==> src/rtl/sevenseg_scan_ctrl_if.sv <==
// Display-byte write port for the two-digit 7-segment scan controller.
// The producer holds wr_data_i until wr_valid_i && wr_ready_o.
interface sevenseg_scan_ctrl_if;
  logic       wr_valid_i;
  logic       wr_ready_o;
  logic [7:0] wr_data_i;

  modport master (
    output wr_valid_i,
    output wr_data_i,
    input  wr_ready_o
  );

  modport slave (
    input  wr_valid_i,
    input  wr_data_i,
    output wr_ready_o
  );
endinterface

==> src/rtl/sevenseg_scan_ctrl.sv <==
// Two-digit common-anode 7-segment scan controller with blanking guard.
// A new byte is shown only from the next frame start (tear-free).
module sevenseg_scan_ctrl #(
  parameter int SysClkFreq  = 50_000_000,
  parameter int DigitHz     = 1000,
  parameter int BlankCycles = 500
) (
  input  logic                 clk_sys_i,
  input  logic                 rst_sys_i,
  input  logic                 en_i,
  sevenseg_scan_ctrl_if.slave  wr,
  output logic [6:0]           seg_on_o,
  output logic                 ca_sel_o,
  output logic                 frame_o
);

  localparam int DigitCycles = SysClkFreq / DigitHz;
  localparam int ShowCycles  = DigitCycles - BlankCycles;
  localparam int CntW        = $clog2(DigitCycles);

  localparam logic [CntW-1:0] BlankLd = CntW'(BlankCycles - 1);
  localparam logic [CntW-1:0] ShowLd  = CntW'(ShowCycles - 1);

  if (BlankCycles < 1 || BlankCycles >= DigitCycles) begin : g_bad_blank
    $error("BlankCycles must satisfy 1 <= BlankCycles < DigitCycles");
  end

  localparam logic [2:0] IDLE   = 3'd0;
  localparam logic [2:0] BLANK0 = 3'd1;
  localparam logic [2:0] SHOW0  = 3'd2;
  localparam logic [2:0] BLANK1 = 3'd3;
  localparam logic [2:0] SHOW1  = 3'd4;

  logic [2:0]      state_q;
  logic [2:0]      state_d;
  logic [CntW-1:0] cnt_q;
  logic [CntW-1:0] cnt_d;
  logic [7:0]      disp_q;
  logic [7:0]      pend_data_q;
  logic            pending_q;
  logic [6:0]      seg_q;
  logic [6:0]      seg_d;
  logic            ca_q;
  logic            ca_d;
  logic            frame_q;
  logic            frame_d;
  logic            load;
  logic            accept;

  function automatic logic [6:0] decode(input logic [3:0] n);
    logic [6:0] s;
    case (n)
      4'h0:    s = 7'h3F;
      4'h1:    s = 7'h06;
      4'h2:    s = 7'h5B;
      4'h3:    s = 7'h4F;
      4'h4:    s = 7'h66;
      4'h5:    s = 7'h6D;
      4'h6:    s = 7'h7D;
      4'h7:    s = 7'h07;
      4'h8:    s = 7'h7F;
      4'h9:    s = 7'h6F;
      4'hA:    s = 7'h77;
      4'hB:    s = 7'h7C;
      4'hC:    s = 7'h39;
      4'hD:    s = 7'h5E;
      4'hE:    s = 7'h79;
      default: s = 7'h71;
    endcase
    return s;
  endfunction

  assign accept        = wr.wr_valid_i && !pending_q;
  assign wr.wr_ready_o = !pending_q;

  assign seg_on_o = seg_q;
  assign ca_sel_o = ca_q;
  assign frame_o  = frame_q;

  always_comb begin
    state_d = state_q;
    cnt_d   = cnt_q;
    seg_d   = seg_q;
    ca_d    = ca_q;
    frame_d = 1'b0;
    load    = 1'b0;
    if (state_q == IDLE) begin
      load  = 1'b1;
      seg_d = 7'h00;
      ca_d  = 1'b0;
      cnt_d = '0;
      if (en_i) begin
        state_d = BLANK0;
        cnt_d   = BlankLd;
        frame_d = 1'b1;
      end
    end else if (!en_i) begin
      // Leaving mid-dwell: discard the partial count.
      state_d = IDLE;
      cnt_d   = '0;
      seg_d   = 7'h00;
      ca_d    = 1'b0;
    end else if (cnt_q != '0) begin
      cnt_d = cnt_q - 1'b1;
    end else begin
      unique case (state_q)
        BLANK0: begin
          state_d = SHOW0;
          cnt_d   = ShowLd;
          seg_d   = decode(disp_q[3:0]);
        end
        SHOW0: begin
          state_d = BLANK1;
          cnt_d   = BlankLd;
          seg_d   = 7'h00;
          ca_d    = 1'b1;
        end
        BLANK1: begin
          state_d = SHOW1;
          cnt_d   = ShowLd;
          seg_d   = decode(disp_q[7:4]);
        end
        SHOW1: begin
          state_d = BLANK0;
          cnt_d   = BlankLd;
          seg_d   = 7'h00;
          ca_d    = 1'b0;
          frame_d = 1'b1;
          load    = 1'b1;
        end
        default: begin
          state_d = IDLE;
          cnt_d   = '0;
          seg_d   = 7'h00;
          ca_d    = 1'b0;
        end
      endcase
    end
  end

  always_ff @(posedge clk_sys_i) begin
    if (rst_sys_i) begin
      state_q     <= IDLE;
      cnt_q       <= '0;
      disp_q      <= 8'h00;
      pend_data_q <= 8'h00;
      pending_q   <= 1'b0;
      seg_q       <= 7'h00;
      ca_q        <= 1'b0;
      frame_q     <= 1'b0;
    end else begin
      state_q <= state_d;
      cnt_q   <= cnt_d;
      seg_q   <= seg_d;
      ca_q    <= ca_d;
      frame_q <= frame_d;
      if (load && pending_q) begin
        disp_q <= pend_data_q;
      end
      // A write on a frame edge lands in the holding register only.
      if (accept) begin
        pend_data_q <= wr.wr_data_i;
        pending_q   <= 1'b1;
      end else if (load) begin
        pending_q <= 1'b0;
      end
    end
  end

endmodule

==> src/flat_wrapper.sv <==
// flat-port wrapper written by rule: the top's interface ports become plain ports
module sevenseg_scan_ctrl_flat 
#(
  parameter int SysClkFreq  = 50_000_000,
  parameter int DigitHz     = 1000,
  parameter int BlankCycles = 500
)
  (clk_sys_i, rst_sys_i, en_i, seg_on_o, ca_sel_o, frame_o, wr_wr_valid_i, wr_wr_data_i, wr_wr_ready_o);
  sevenseg_scan_ctrl_if wr_i ();
  input  logic clk_sys_i;
  input  logic rst_sys_i;
  input  logic en_i;
  output logic [6:0] seg_on_o;
  output logic ca_sel_o;
  output logic frame_o;
  input wire logic [$bits(wr_i.wr_valid_i)-1:0] wr_wr_valid_i;
  input wire logic [$bits(wr_i.wr_data_i)-1:0] wr_wr_data_i;
  output wire logic [$bits(wr_i.wr_ready_o)-1:0] wr_wr_ready_o;
  assign wr_i.wr_valid_i = wr_wr_valid_i;
  assign wr_i.wr_data_i = wr_wr_data_i;
  assign wr_wr_ready_o = wr_i.wr_ready_o;
  sevenseg_scan_ctrl #(.SysClkFreq(SysClkFreq), .DigitHz(DigitHz), .BlankCycles(BlankCycles)) u_core (.clk_sys_i(clk_sys_i), .rst_sys_i(rst_sys_i), .en_i(en_i), .wr(wr_i), .seg_on_o(seg_on_o), .ca_sel_o(ca_sel_o), .frame_o(frame_o));
endmodule
==> config.mk <==
export PLATFORM = sky130hd
export DESIGN_NAME = sevenseg_scan_ctrl_flat
export DESIGN_NICKNAME = d
export VERILOG_FILES = /design/src/rtl/sevenseg_scan_ctrl_if.sv /design/src/rtl/sevenseg_scan_ctrl.sv /design/src/flat_wrapper.sv
export SDC_FILE = /design/constraint.sdc
export NUM_CORES = 1
export LEC_CHECK = 0
export BUFFER_PORTS_ARGS = -buffer_cell sky130_fd_sc_hd__buf_2
export CORE_ASPECT_RATIO = 0.9
export CORE_MARGIN = 5
export CORE_UTILIZATION = 55
export DETAILED_ROUTE_END_ITERATION = 7
export GPL_TIMING_DRIVEN = 0
export PLACE_DENSITY = 0.82
export SLEW_MARGIN = 25
export SYNTH_ARGS = -nofsm -noshare
export SYNTH_HDL_FRONTEND = slang
export SYNTH_SLANG_ARGS = --single-unit
==> constraint.sdc <==
create_clock -name clk_sys_i -period 3.5 [get_ports clk_sys_i]
set_clock_uncertainty 0.05 [all_clocks]
set_input_delay 0.875 -clock clk_sys_i [delete_from_list [all_inputs] [get_ports clk_sys_i]]
set_output_delay 0.875 -clock clk_sys_i [all_outputs]
set_load 0.05 [all_outputs]
After elaboration in Yosys (flattened, before gate mapping). Memory sizes are Yosys's and may differ from the RTL's. A register that Yosys moved wholly into a read port is not among the register bits. Index checks and enable logic that the tools add are counted.

Equal/unequal tests: 6. $add $sub $neg: 1. Reductions and logical operators: 11. Multiplexer cells: 24. Bitwise operators: 3.

Operator list (count): 16-bit 2-to-1 mux (3); 16-bit one-hot mux with 2 select lines (1); 4-bit 2-to-1 mux (4); 16-bit nonzero test (1); 16-bit by 1-bit subtractor with 16-bit output (second input constant) (1); 7-bit one-hot mux with 2 select lines (1); 3-bit 2-to-1 mux (4); 3-bit one-hot mux with 4 select lines (1); 9-bit 2-to-1 mux (1); 1-bit 2-to-1 mux (8); 3-bit by 2-bit equality test with 1-bit output (second input constant) (2); 2-bit AND reduction (2); 2-bit OR reduction (2); 3-bit by 1-bit equality test with 1-bit output (second input constant) (1); 3-bit equality test (second input constant) (1); 3-bit zero test (1); 3-bit by 2-bit inequality test with 1-bit output (second input constant) (1); 1-bit NOT (3); 3-bit OR reduction (1); 1-bit logical AND (2); 2-bit inequality test (second input constant) (1); 1-bit one-hot mux with 2 select lines (1); 2-bit nonzero test (1); 1-bit zero test (1).

Input port bits: 12. Register bits: 45. Memories: 2. ROM bits: 224. Word-level logic and storage cells: 55.

Memory list: (name not given) (depth 16, width 7, rd ports 1, clocked after Yosys merged registers in 1, wr ports 0, line sevenseg_scan_ctrl.sv:52) `case (n)`; (name not given) (depth 16, width 7, rd ports 1, clocked after Yosys merged registers in 1, wr ports 0, line sevenseg_scan_ctrl.sv:52).

Depth between registers and ports, before layout. Gate-level depths: netlist of the first run.

Word-level depth: 8. Gate-level depth with buffers: 14. Depth with buffers taken out: 12.

Least setup slack after synthesis of the first run. OpenSTA, ideal clock, no wires.

Kind: flip-flop to flip-flop. Start point: register u_core.cnt_q[0]. End point: register with a tool-made name. Cell stages (with the launch flop): 15. Required time: 3.328 ns. Clock period less this slack: 2.945 ns. Data arrival time: 2.772 ns. Setup slack: 0.555 ns. Cells stage by stage: dfxtp_1 > inv_1 > ha_1 > or4b_1 > nand4b_4 > buf_6 > o21a_1 > buf_2 > mux2i_1 > or2_1 > inv_1 > ha_1 > inv_1 > mux2_2 > a2bb2oi_1.

RTL lines: start, declared (line sevenseg_scan_ctrl.sv:36) `logic [CntW-1:0] cnt_q;`; start signal, assigned (line sevenseg_scan_ctrl.sv:153) `cnt_q <= cnt_d;`.

==> summary.md, run 1 <==
| Metric | Value |
|---|---|
| Result of the run | finished clean |
| Slowest cell on the critical path | or4b_1 |
| Net count, final | 409 |
| Cell area after synthesis | 3090 sq um |
| HPWL Detailed | 4600 microns |
| Floorplan row count | 25 |
| Critical Path Sink Type | register |
| Root cell of the clock tree | clkbuf_8 |
| Num Clock Sinks | 59 |
| Type of the most critical hold path | register to register |
| Synth Warn # | 0 |
| Type of element launching the critical path | register |
| Worst-margin pin slew | 661 ps |
| Placeable Area | 5350 sq um |
| Iter 0 DRT Violations | 138 |
| Setup tns final | 0 ps |
| Maximum clock path buffer count | 2 |
| Buffers added on ports | 21 |
| Total buffers and inverters traversed by the critical path | 5 |
| Sum of overflow across all layers after global routing | 0 |
| Worst EP required | 3650 ps |
| Post-synthesis area per instance | 8.82 sq um |
| Netlist cell types | 56 |
| Cell depth of the worst hold path | 2 |
| Post-route insts no fill | 453 |
| Placement-stage cell area | 3280 sq um |
| WHS Endpoint | u_core.seg_on_o[5]$_SDFFE_PP0N_ |
| First-pass GRT wire length | 11,000 microns |
| Drt drc | 0 |
| Number of inserted diodes | 0 |
| Cell family with most CP delay | simple AND/OR/NAND/NOR gates |
| Total count of hold-check failures in the final report | 0 |
| Total setup buffers inserted after CTS | 0 |
| Clk Latency, worst-skew pair | 340 ps |
| Reg-to-reg slack, setup | 180 ps |
| Achievable clock frequency | 301 MHz |
| Crit-path cells | inv_1, ha_2, or4b_1, nand4b_4, buf_6, o21a_1, buf_2, mux2i_1, or2_1, inv_1, ha_1, inv_1, mux2_2, a2bb2oi_1 |
| TritonCTS clock tree | built |
| Number of buffers inserted for hold repair after clock tree synthesis | 0 |
| Worst hold path startpoint | u_core.seg_on_o[5]$_SDFFE_PP0N_ |
| Max H-tree Level | 3 |
| Endpoint arrival time on the critical path | 3480 ps |
| Clock period minus final worst setup slack | 3320 ps |
| Maximum net fanout on the critical path | 10 |
| Area growth from synthesis to layout | 12.2% |
| Antenna violations before repair | 0 |
| DR WL/cell | 14.1 microns |
| Number of maximum-capacitance constraint violations | 0 |
| Number of cells traversed by the worst register-to-register path | 14 |
| Placed Cells | 438 |
| Final instance area | 3470 sq um |
| Post-CTS clock slew at the launch and capture registers of the worst setup and hold paths | 70 ps |
| Total via count after detailed routing | 2,523 |
| Power per cell area | 442 nW/um^2 |
| Final worst path period share | 0.949 |
| Routability Congestion | 0.859 |
| WS Path Type | register to register |
| Unrepaired setup endpoints after global routing | false |
| Share of post-route cells with drive strength above 1 | 0.163 |
| Slowest cell delay on critical path | 500 ps |
| Starting density of the core | 0.577 |
| Vias in the first global route | 2,393 |
| Detailed Routing Iterations Pass 1 | 4 |
| Launching element of the worst setup path | u_core.cnt_q[0]$_SDFF_PP0_ |
| Worst IR Drop VDD | 327 uV |
| Overall power | 0.00153 W |
| Die Area | 7210 sq um |
| Headroom to the max-slew limit | 0.556 |
| Share of synthesized area occupied by flip-flops and latches | 0.382 |
| Start of the worst register-to-register path | u_core.cnt_q[0]$_SDFF_PP0_ |
| Routed Antenna Nets | 0 |
| Pin count of the biggest net entering global routing | 11 |
| Global-route usage over all layers | 0.196 |
| Via/cell ratio | 5.57 |
| Die height | 81.1 microns |
| Endpoints failing setup | 0 |
| Boundary Pins | 22 |
| Total wire length | 6370 microns |
| #FFs+latches synth | 59 |
| Total count of max-transition violations in the final report | 0 |
| Cell with the most instances on the worst path | inv_1 |
| Number of enable-type register cells in the synthesized netlist | 0 |
| Post-Syn Nets | 377 |
| Leakage | 1.49 nW |
| Clock buffer count from CTS | 9 |
| Fraction of registers with async set or reset after synthesis | 0 |
| Count of mapped cells out of synthesis | 350 |
| Number of instances resized during post-cts repair | 0 |
| Die Span X | 89.0 microns |
| Primary FF master, synth | dfxtp_1 |
## report_power, final
group	total (W)	switching [W]	internal [W]
clock	0.000561	0.000252	0.000309
combinational	0.000241	0.000140	0.000101
sequential	0.000729	0.0000218	0.000708
total	0.00153	0.000414	0.00112
## area by class of cell
| class | count | area [sq um] |
|---|---|---|
| fillers | 446 | 1880 |
| multi-input cells | 251 | 1720 |
| flip-flops and latches | 59 | 1180 |
| clock buffers | 13 | 169 |
| plain buffers | 16 | 106 |
| repair buffers | 21 | 105 |
| inverters | 24 | 90.1 |
| well taps | 67 | 83.8 |
| clock inverters | 2 | 10.0 |
## how the worst max path moves through the flow
stage          endpoint  slack [ps]  cells after the start
6_report       register         180                     14
5_1_grt        register           6                     14
4_1_cts        register         150                     12
3_5_place_dp   register         180                     12
3_3_place_gp   register         250                     14
2_1_floorplan  register         560                     14
## routing by layer
layer,global-route usage,vias to the layer above,share of wire
met3,0.0619,6,0.047
met1,0.248,1193,0.47
met4,0.0536,0,0.0099
li1,-,1280,-
met5,0,-,0
met2,0.322,44,0.47
## logic make-up after synthesis
| kind of cell | share of synthesized area |
|---|---|
| buffers and inverters | 0.0636 |
| DFF | 0.382 |
| AOI/OAI and AO/OA | 0.158 |
| muxes | 0.0725 |
| and+or+nand+nor | 0.218 |
| adders and majority gates | 0.0608 |
| xor gates and xnor gates | 0.0454 |
## stage by stage
| step | setup slack (ps) | hold slack [ps] | utilization |
|---|---|---|---|
| floorplan | 555 | 387 | - |
| global placement | 254 | 382 | 0.613 |
| detailed placement | 183 | 391 | 0.613 |
| CTS | 154 | 402 | 0.646 |
| global route | 6.45 | 422 | 0.648 |
| finish | 177 | 397 | 0.648 |
## worst register-to-register path, delay by kind of cell, from the launching register on
kind | cells | cell delay (ps)
and+or+nand+nor | 3 | 1040
muxes | 2 | 400
buffers and inverters | 5 | 620
DFF | 1 | 340
adders and majority gates | 2 | 410
AOI/OAI and AO/OA | 2 | 310
## cell usage in the layout, fill, tap and decap left out, types with 11 or more instances in the layout
cell and instances:
buf_2 24, ha_1 14, clkbuf_8 12, o21ai_0 11, xnor2_1 11, nand2_1 45
a21oi_1 19, mux2i_1 19, inv_1 23, nor2_1 31, dfxtp_1 59
## cells in the mapped netlist (2+ instances only)
library cell	number	area, sq um
nand2_1	45	169
buf_6	3	33.8
dfxtp_1	59	1180
o21ai_1	5	25.0
xor2_1	5	43.8
or2_1	3	18.8
buf_2	3	15.0
nor2_1	32	120
o32a_1	2	20.0
o21a_1	2	15.0
a41oi_2	2	32.5
a2bb2oi_1	4	35.0
a41o_1	3	30.0
clkbuf_1	6	22.5
o32ai_1	3	26.3
mux2i_1	19	190
nand3_1	4	20.0
and3_1	3	18.8
inv_1	23	86.3
a21oi_1	19	95.1
a211oi_1	3	22.5
nor4_1	4	25.0
nor3_1	5	25.0
o22a_1	2	17.5
o21ai_0	11	55.1
nand2b_1	6	37.5
a211oi_2	2	25.0
nor4b_1	2	17.5
or2_2	3	18.8
buf_1	2	7.51
nor3b_1	7	52.6
mux2_1	2	22.5
ha_1	15	188
or3_1	6	37.5
xnor2_1	11	96.3
a221oi_1	4	35.0
Note: power is estimated with default switching activity, not from simulation.
==> run 2, diff against run 1 <==
Settings changed: CORE_MARGIN 5 to 2.
==> run 2 against run 1 <==
Effect of this change: register-to-register slack gained 40 ps; cell area increased by 0.36%; die area down 14%; critical path depth did not move; core utilization up 0.23 points; maximum frequency is 1.4% higher; routed wire length fell by 0.22%; sequential share of layout area fell by 0.12 points; largest power group unchanged.
==> summary.md, run 2 (synthesis results as in run 1) <==
| Metric | Value |
|---|---|
| Cell family with most CP delay | simple AND/OR/NAND/NOR gates |
| Switching share of total power | 0.267 (-0.00363) |
| Power per cell area | 448 nW/um^2 (+1.5%) |
| Type of the most critical hold path | register to register |
| Number of buffers inserted for hold repair after clock tree synthesis | 0 (unchanged) |
| Sum of overflow across all layers after global routing | 0 (unchanged) |
| Setup tns final | 0 ps (unchanged) |
| Worst-margin pin slew | 653 ps (-7.94 ps) |
| Die Area | 6230 sq um (-14%) |
| Maximum clock path buffer count | 2 (unchanged) |
| Unrepaired setup endpoints after global routing | false |
| Total buffers and inverters traversed by the critical path | 5 (unchanged) |
| Post-CTS clock slew at the launch and capture registers of the worst setup and hold paths | 60 ps (about the same) |
| Clk Latency, worst-skew pair | 340 ps (about the same) |
| Antenna violations before repair | 0 (unchanged) |
| Slowest cell on the critical path | or4b_1 |
| Total via count after detailed routing | 2,543 (+0.79%) |
| Clock buffer count from CTS | 9 (unchanged) |
| Drt drc | 0 (unchanged) |
| Leakage | 1.50 nW (+0.46%) |
| Via/cell ratio | 5.59 (+0.35%) |
| WS Path Type | register to register |
| Proportion of power drawn by the clock network | 0.377 (+0.011) |
| Net count, final | 410 (+0.24%) |
| Root cell of the clock tree | clkbuf_8 |
| Placed Cells | 438 (unchanged) |
| Starting density of the core | 0.577 (unchanged) |
| Clock period minus final worst setup slack | 3280 ps (-44.8 ps) |
| Critical Path Sink Type | register |
| Area growth from synthesis to layout | 12.6% |
| Die Span X | 83.0 microns (-6.7%) |
| Cell Int Power | 0.00114 W (+2.4%) |
| Endpoints failing setup | 0 (unchanged) |
| Hold Worst Slack | 400 ps (+2.95 ps) |
| Share of post-route cells with drive strength above 1 | 0.160 (-0.00342) |
| Combinational cell fraction of total power | 0.155 (-0.002) |
| Placeable Area | 5350 sq um (unchanged) |
| TritonCTS clock tree | built |
| Type of element launching the critical path | register |
| Detailed Routing Iterations Pass 1 | 4 (unchanged) |
| Worst EP required | 3660 ps (about the same) |
| Total count of hold-check failures in the final report | 0 (unchanged) |
| Achievable clock frequency | 305 MHz (+1.4%) |
| Routed Antenna Nets | 0 (unchanged) |
| Worst IR Drop VDD | 315 uV (-3.7%) |
| Number of maximum-capacitance constraint violations | 0 (unchanged) |
| Worst slack at placement | 201 ps (+17.8 ps) |
| Num Clock Sinks | 59 (unchanged) |
| HPWL Detailed | 4540 microns (-1.2%) |
| Routability Congestion | 0.841 (-2.1%) |
| Floorplan row count | 25 (unchanged) |
| Result of the run | finished clean |
| Endpoint arrival time on the critical path | 3440 ps (-40 ps) |
| Most common cell after layout, fill and taps aside | dfxtp_1 |
| Setup slack after layout | 222 ps (+44.8 ps) |
| Slowest cell delay on critical path | 500 ps (about the same) |
| Share of power burned in registers | 0.468 (-0.009) |
| Final worst path period share | 0.937 (-0.0128) |
| Total count of max-transition violations in the final report | 0 (unchanged) |
| Total wire length | 6360 microns (-0.22%) |
| Global-route usage over all layers | 0.219 (+0.0236) |
| Vias in the first global route | 2,382 (-0.46%) |
| Leading cell types in the layout, fill and taps excluded | dfxtp_1, nand2_1, nor2_1, buf_2, inv_1 |
| Die height | 75.1 microns (-7.4%) |
| Cell with the most instances on the worst path | inv_1 |
| Buffers added on ports | 21 (unchanged) |
| Max H-tree Level | 3 (unchanged) |
| Maximum net fanout on the critical path | 10 (unchanged) |
| Headroom to the max-slew limit | 0.561 (+0.00534) |
| Crit-path cells | inv_1, ha_2, or4b_1, nand4b_4, buf_6, o21a_1, buf_2, mux2i_1, or2_1, inv_1, ha_1, inv_1, mux2_2, a2bb2oi_1 |
| Pin count of the biggest net entering global routing | 11 (unchanged) |
| Iter 0 DRT Violations | 114 (-17%) |
| Boundary Pins | 22 (unchanged) |
| Number of inserted diodes | 0 (unchanged) |
| Switching pwr | 0.000416 W (+0.49%) |
| First-pass GRT wire length | 10,900 microns (-1.0%) |
| DR WL/cell | 14.0 microns (-0.66%) |
| Post-route insts no fill | 455 (+0.44%) |
## run 2: changes by cell type in the layout (fill, tap and decap cells not counted), sizes merged
| cell | delta |
|---|---|
| buf | +1 |
| clkbuf | +2 |
| clkinv | -1 |
## run 2: final cells by class
cell class                      instances  area [sq um]
Buffer                                 16           106
Clock buffer                           15           186
Clock inverter                          1          5.00
Fill cell                             464          1870
Inverter                               24          90.1
Multi-Input combinational cell        251          1710
Sequential cell                        59          1180
Tap cell                               67          83.8
Timing Repair Buffer                   22           113
## run 2: per-layer routing
| layer | wire, microns | global-route usage |
|---|---|---|
| met4 | 114 | 0.100 |
| met5 | 0 | 0 |
| met2 | 3060 | 0.363 |
| met1 | 2970 | 0.273 |
| met3 | 212 | 0.0603 |
## run 2: final timing paths
path	from	slack [ps]	cells after the start	end
min	u_core.seg_on_o[2]$_SDFFE_PP0N_	400	2	u_core.seg_on_o[2]$_SDFFE_PP0N_
min reg2reg	u_core.seg_on_o[2]$_SDFFE_PP0N_	400	2	u_core.seg_on_o[2]$_SDFFE_PP0N_
max	u_core.cnt_q[0]$_SDFF_PP0_	220	14	register
max reg2reg	u_core.cnt_q[0]$_SDFF_PP0_	220	14	register
## run 2: power by group through the flow
stage | combinational (W) | sequential, W | clock (W)
6_report | 0.000241 | 0.000729 | 0.000588
5_1_grt | 0.000270 | 0.000733 | 0.000627
4_1_cts | 0.000238 | 0.000729 | 0.000599
3_5_place_dp | 0.000235 | 0.000744 | 0
3_3_place_gp | 0.000230 | 0.000742 | 0
2_1_floorplan | 0.000183 | 0.000743 | 0
## run 2: per-stage QoR
step,power [W],instance area (sq um),util
CTS,0.00157,3470,0.648
detailed placement,0.000980,3280,0.613
global placement,0.000972,3280,0.613
floorplan,0.000927,3090,-
finish,0.00156,3480,0.650
global route,0.00163,3480,0.650
## run 2: worst register-to-register path, delay by kind of cell, from the launching register on
| kind | cells | cell delay (ps) |
|---|---|---|
| AND/OR/NAND/NOR | 3 | 1010 |
| buffers and inverters | 5 | 630 |
| adder cells (fa/ha/maj) | 2 | 410 |
| multiplexers | 2 | 400 |
| flip-flops | 1 | 340 |
| AO/OA/AOI/OAI | 2 | 310 |
## run 2: what timing repair did
action | 4_1_cts | 5_1_grt
buffers inserted | 0 | 1
endpoints found under the hold margin | 0 | 0
endpoints found under the setup margin | 0 | 3
resized for setup | 0 | 1
